## src/rtl/digit_blitter.sv

```systemverilog
// Digit blitter: copies one 8x12 decimal glyph from the glyph ROM into the
// frame-buffer RAM at a requested origin, one pixel per cycle, with clipping,
// optional transparency and a 2-stage pipeline matching the synchronous ROM.
module digit_blitter #(
  parameter int unsigned GLYPH_W = 8,
  parameter int unsigned GLYPH_H = 12,
  parameter int unsigned FB_W    = 160,
  parameter int unsigned FB_H    = 120,
  parameter int unsigned FB_AW   = 15,
  parameter int unsigned ROM_AW  = 10,
  parameter int unsigned COL_W   = 8
) (
  input  logic              CLK,
  input  logic              RESET,
  input  logic              START,
  input  logic [3:0]        DIGIT,
  input  logic [7:0]        X0,
  input  logic [6:0]        Y0,
  input  logic [COL_W-1:0]  FG_COL,
  input  logic [COL_W-1:0]  BG_COL,
  input  logic              TRANSP,
  output logic [ROM_AW-1:0] ROM_ADDR,
  input  logic              ROM_DATA,
  output logic [FB_AW-1:0]  FB_ADDR,
  output logic [COL_W-1:0]  FB_DATA,
  output logic              FB_WE,
  output logic              BUSY,
  output logic              DONE,
  output logic              ERR
);

  localparam int unsigned CW = $clog2(GLYPH_W);
  localparam int unsigned RW = $clog2(GLYPH_H);

  typedef enum logic [1:0] {StIdle, StCopy, StDrain, StFin} state_e;

  state_e state_q, state_d;

  // Latched request
  logic [3:0]       digit_q, digit_d;
  logic [7:0]       x0_q, x0_d;
  logic [6:0]       y0_q, y0_d;
  logic [COL_W-1:0] fg_q, fg_d, bg_q, bg_d;
  logic             transp_q, transp_d;
  logic             err_q, err_d;

  // Scan counters (stage 0, drive ROM_ADDR)
  logic [CW-1:0] col_q, col_d;
  logic [RW-1:0] row_q, row_d;

  // Stage 1: pixel position aligned with ROM_DATA
  logic          v1_q, v1_d;
  logic [CW-1:0] col1_q, col1_d;
  logic [RW-1:0] row1_q, row1_d;

  // Stage 2: registered frame-buffer write port
  logic             fb_we_q, fb_we_d;
  logic [FB_AW-1:0] fb_addr_q, fb_addr_d;
  logic [COL_W-1:0] fb_data_q, fb_data_d;

  logic       last_px;
  logic       accept;
  logic [8:0] px_x;
  logic [7:0] px_y;
  logic       in_range;

  assign last_px = (col_q == CW'(GLYPH_W - 1)) && (row_q == RW'(GLYPH_H - 1));
  // Digit values above 9 are rejected without touching ROM or frame buffer
  assign accept  = (state_q == StIdle) && START && (DIGIT <= 4'd9);

  // One bit wider than the origin so an overflow past the edge is clipped, not wrapped
  assign px_x     = {1'b0, x0_q} + 9'(col1_q);
  assign px_y     = {1'b0, y0_q} + 8'(row1_q);
  assign in_range = (32'(px_x) < FB_W) && (32'(px_y) < FB_H);

  // State register and all datapath flops
  always_ff @(posedge CLK or posedge RESET) begin
    if (RESET) begin
      state_q   <= StIdle;
      digit_q   <= '0;
      x0_q      <= '0;
      y0_q      <= '0;
      fg_q      <= '0;
      bg_q      <= '0;
      transp_q  <= 1'b0;
      err_q     <= 1'b0;
      col_q     <= '0;
      row_q     <= '0;
      v1_q      <= 1'b0;
      col1_q    <= '0;
      row1_q    <= '0;
      fb_we_q   <= 1'b0;
      fb_addr_q <= '0;
      fb_data_q <= '0;
    end else begin
      state_q   <= state_d;
      digit_q   <= digit_d;
      x0_q      <= x0_d;
      y0_q      <= y0_d;
      fg_q      <= fg_d;
      bg_q      <= bg_d;
      transp_q  <= transp_d;
      err_q     <= err_d;
      col_q     <= col_d;
      row_q     <= row_d;
      v1_q      <= v1_d;
      col1_q    <= col1_d;
      row1_q    <= row1_d;
      fb_we_q   <= fb_we_d;
      fb_addr_q <= fb_addr_d;
      fb_data_q <= fb_data_d;
    end
  end

  // Next-state logic
  always_comb begin
    state_d = state_q;
    unique case (state_q)
      StIdle:  if (START) state_d = (DIGIT > 4'd9) ? StFin : StCopy;
      StCopy:  if (last_px) state_d = StDrain;
      StDrain: if (!v1_q) state_d = StFin;
      StFin:   state_d = StIdle;
      default: state_d = StIdle;
    endcase
  end

  // Request latch, scan counters and write pipeline
  always_comb begin
    digit_d  = digit_q;
    x0_d     = x0_q;
    y0_d     = y0_q;
    fg_d     = fg_q;
    bg_d     = bg_q;
    transp_d = transp_q;
    err_d    = err_q;
    col_d    = col_q;
    row_d    = row_q;

    if (state_q == StIdle && START) err_d = (DIGIT > 4'd9);

    if (accept) begin
      digit_d  = DIGIT;
      x0_d     = X0;
      y0_d     = Y0;
      fg_d     = FG_COL;
      bg_d     = BG_COL;
      transp_d = TRANSP;
      col_d    = '0;
      row_d    = '0;
    end else if (state_q == StCopy && !last_px) begin
      // Counters hold on the last pixel so ROM_ADDR keeps its final value when idle
      if (col_q == CW'(GLYPH_W - 1)) begin
        col_d = '0;
        row_d = row_q + RW'(1);
      end else begin
        col_d = col_q + CW'(1);
      end
    end

    v1_d   = (state_q == StCopy);
    col1_d = col_q;
    row1_d = row_q;

    fb_we_d   = v1_q && in_range && (ROM_DATA || !transp_q);
    fb_addr_d = fb_addr_q;
    fb_data_d = fb_data_q;
    if (v1_q) begin
      fb_addr_d = FB_AW'(32'(px_y) * FB_W + 32'(px_x));
      fb_data_d = ROM_DATA ? fg_q : bg_q;
    end
  end

  // Outputs
  always_comb begin
    ROM_ADDR = ROM_AW'((32'(digit_q) * GLYPH_H + 32'(row_q)) * GLYPH_W + 32'(col_q));
    FB_WE    = fb_we_q;
    FB_ADDR  = fb_addr_q;
    FB_DATA  = fb_data_q;
    BUSY     = (state_q == StCopy) || (state_q == StDrain);
    DONE     = (state_q == StFin);
    ERR      = (state_q == StFin) && err_q;
  end

endmodule
```

## config.mk

```make
export PLATFORM = sky130hd
export DESIGN_NAME = digit_blitter
export DESIGN_NICKNAME = d
export VERILOG_FILES = /design/src/rtl/digit_blitter.sv
export SDC_FILE = /design/constraint.sdc
export NUM_CORES = 1
export LEC_CHECK = 0
export CELL_PAD_IN_SITES_DETAIL_PLACEMENT = 1
export CELL_PAD_IN_SITES_GLOBAL_PLACEMENT = 2
export CORE_MARGIN = 4
export CORE_UTILIZATION = 34
export CTS_BUF_LIST = sky130_fd_sc_hd__clkbuf_16
export DETAILED_ROUTE_END_ITERATION = 6
export PLACE_DENSITY_LB_ADDON = 0.1
export SLEW_MARGIN = 20
export SYNTH_ARGS = -nofsm -noshare
export SYNTH_HDL_FRONTEND = slang
export SYNTH_SLANG_ARGS = --single-unit
```

## constraint.sdc

```tcl
create_clock -name CLK -period 4.5 [get_ports CLK]
set_input_delay 0.45 -clock CLK [delete_from_list [all_inputs] [get_ports CLK]]
set_output_delay 0.45 -clock CLK [all_outputs]
set_load 0.005 [all_outputs]
```

==> results.json <==
{
  "htreeDepth": 3,
  "worstPathCellList": "ha_1 -> fa_1 -> a21o_1 -> a21oi_2 -> xnor2_1 -> and2_1 -> or2_1 -> fa_1 -> nor2b_1 -> o21ai_0 -> a21oi_1 -> nand4_1 -> xnor2_1 -> mux2_2",
  "synth_seq_cells": 78,
  "fill_cells": 1308,
  "syn_inst": 373,
  "postLayoutCellArea_sq_mm": 0.005453,
  "synth_top_area_share_pct": 46.11,
  "initial_core_util_pct": 34.95,
  "grt_pass1_vias": 3228,
  "clk_latency_ns": 0.33,
  "antenna_found_initial": 0,
  "core_sq_mm": 0.01211,
  "cap_viol_max_count": 0,
  "layout_setup_ws_ns": 0.7655,
  "cts_resized": 0,
  "maxSlewViolCount": 0,
  "status": "finished, final reports clean",
  "cp.required_ns": 4.72,
  "slowest_stage": "fa_1",
  "crit_path_end_kind": "flop",
  "dp_hpwl_mm": 6.986,
  "start_kind": "flop",
  "nNetsFinal": 530,
  "synth_area_per_cell_sq_um": 11.35,
  "p_leak_nw": 2.425,
  "ir_drop_mv": 0.3975,
  "critPathBufInv": 0,
  "io_pins": 77,
  "via_per_inst": 4.736,
  "grt_pass1_wl_mm": 15.70,
  "worst_pin_slew_ns": 0.6945,
  "cts_tree": "done",
  "place_ws_ns": 0.7368,
  "power_mw": 4.872,
  "setup_violations": 0,
  "rsz0062_at_grt": "false",
  "yosys.area.top_type": "dfrtp_1",
  "final_util_pct": 45.02,
  "timing_worst_setup_path_type": "flop to flop",
  "cp.arrival_ns": 3.96,
  "drive_gt1_share_pct": 14.54,
  "ant_nets": 0,
  "placed_area_sq_mm": 0.005172,
  "cts_hold_buf": 0,
  "wl_per_cell_um": 14.71,
  "dp_cells": 607,
  "finalClockSkew_ns": 0.005925,
  "synth.area.top_cells": "dfrtp_1 46%, mux2_2 11%, ha_1 10%, a21oi_1 3.2%, xnor2_1 3.1%",
  "layout_min_cycle_time_ns": 3.734,
  "postCtsSetupRepairBufs": 0,
  "clock-root-buffer": "clkbuf_16",
  "die_x_um": 119.6,
  "max_freq_mhz": 267.8,
  "clock-sinks": 78,
  "yosysUniqueCellTypes": 44,
  "crit_fanout": 3,
  "dr.first_iter.drc_count": 123,
  "track_usage_pct": 13.79,
  "area_growth_syn_to_layout_pct": 28.82,
  "max_slew_margin_pct": 53.65,
  "wl_mm": 9.149,
  "final_hold_viol_count": 0,
  "hp-class": "flop to flop",
  "fin_hold_ws_ns": 0.4599,
  "rows": 40,
  "clkTransAtPathRegs_ns": 0.06,
  "tns_ns": 0,
  "dieArea_sq_mm": 0.01430,
  "cts.path.max_buffers": 2,
  "grt_max_degree": 41,
  "post-route-period-util_pct": 82.99,
  "cts_buffers": 9,
  "critical_path.top_delay_family": "adder cells",
  "first_pass_iters": 4,
  "cpPeakStageDelay_ns": 0.47,
  "synth_async_sr_flop_share_pct": 100.0,
  "reg2reg_slack_ns": 0.77,
  "powerDensity_mw_per_mm2": 893.4,
  "drc_errors": 0,
  "vias": 2946,
  "place_congestion": 0.7033,
  "syn_area_sq_mm": 0.004233,
  "diodes": 0,
  "synth_edf_count": 0,
  "ys_warn_count": 0,
  "grt-ovfl-total": 0,
  "ys_seq_area_share_pct": 46.11,
  "port-buffer-count": 76,
  "final_cell_count_no_fill": 622,
  "synth_ff_type": "dfrtp_1",
  "syn_nets": 453,
  "die_y_um": 119.6
}
[layer usage]
layer | track usage [%] | vias to the layer above | wire [um]
met1 | 16.19 | 1448 | 3970
met4 | 4.724 | 0 | 116
li1 | - | 1448 | -
met3 | 4.006 | 7 | 343
met2 | 24.12 | 43 | 4719
met5 | 0 | - | 0
[layout make-up]
cell class                      count  area [sq um]  area share, %
Tap cell                          168         210.2          3.855
Clock inverter                      6         55.05          1.010
Sequential cell                    78          1952          35.80
Timing Repair Buffer               79         783.3          14.36
Multi-Input combinational cell    264          2158          39.58
Clock buffer                        9         225.2          4.130
Inverter                           18         68.82          1.262
[power by group]
part / leakage [nW] / switching, mW / total, mW / internal [mW]
clock: 0.140 / 0.275 / 0.695 / 0.420
combinational: 1.34 / 1.35 / 2.85 / 1.50
sequential: 0.944 / 0.274 / 1.32 / 1.05
[synth_stat cells, types with 3 or more instances]
cell	instances
nand2_1	17
buf_2	3
nand3_1	6
mux2i_1	10
xnor2_1	15
and2_1	4
o21ai_0	10
nor2b_1	4
xor2_1	12
a21o_1	8
o21a_1	4
a21oi_1	27
inv_1	18
nand4_1	3
clkbuf_1	7
ha_1	34
fa_1	6
a211oi_1	3
mux2_2	40
nor2_1	34
nand2b_1	3
dfrtp_1	78
nor3_1	3
[worst reg2reg max path: cells and delay by family, from the launching register on]
kind            cells  cell delay [ns]
flops               1             0.38
xor+xnor            2             0.28
simple gates        4             0.78
fa+ha+maj           3             1.14
mux                 1             0.25
compound gates      4             0.79
[sequential cells by signal, indices dropped and copies added, names as in the netlist]
name and count:
FB_ADDR 15, FB_DATA 8, bg_q 8, fg_q 8, x0_q 8, y0_q 7
digit_q 4, row1_d 4, row1_q 4, col1_d 3, col1_q 3, state_q 2
FB_WE 1, err_q 1, transp_q 1, v1_q 1
[logic make-up after synthesis]
family / Yosys count / share of synthesized area [%]
flops: 78 / 46.11
fa+ha+maj: 40 / 12.89
simple gates: 80 / 8.720
xor+xnor: 28 / 5.971
buf+inv: 31 / 3.015
mux: 50 / 13.01
compound gates: 66 / 10.29
[path summary, 6_finish.rpt]
path | endpoint | cells after the start | startpoint
min | col1_q[1]$_DFF_PP0_ | 0 | col1_d[1]$_DFFE_PP0P_
max reg2reg | FB_ADDR[14]$_DFFE_PP0P_ | 14 | y0_q[0]$_DFFE_PP0P_
min in group asynchronous | fg_q[4]$_DFFE_PP0P_ | 2 | RESET
max | FB_ADDR[14]$_DFFE_PP0P_ | 14 | y0_q[0]$_DFFE_PP0P_
max in group asynchronous | y0_q[2]$_DFFE_PP0P_ | 3 | RESET
min reg2reg | col1_q[1]$_DFF_PP0_ | 0 | col1_d[1]$_DFFE_PP0P_
[layout by cell type, fill, tap and decap left out, types with 3 or more instances in the layout]
cell             count
a211oi_1             3
a21o_1               8
a21oi_1             27
and2_1               4
buf_4                3
clkbuf_16            9
clkdlybuf4s50_1     76
clkinv_2             3
dfrtp_1             78
fa_1                 6
ha_1                34
inv_1               18
mux2_2              40
mux2i_1             10
nand2_1             17
nand2b_1             3
nand3_1              6
nand4_1              3
nor2_1              34
nor2b_1              4
nor3_1               3
o21a_1               4
o21ai_0             10
xnor2_1             15
xor2_1              12
Power figures use the tool's default switching activity.
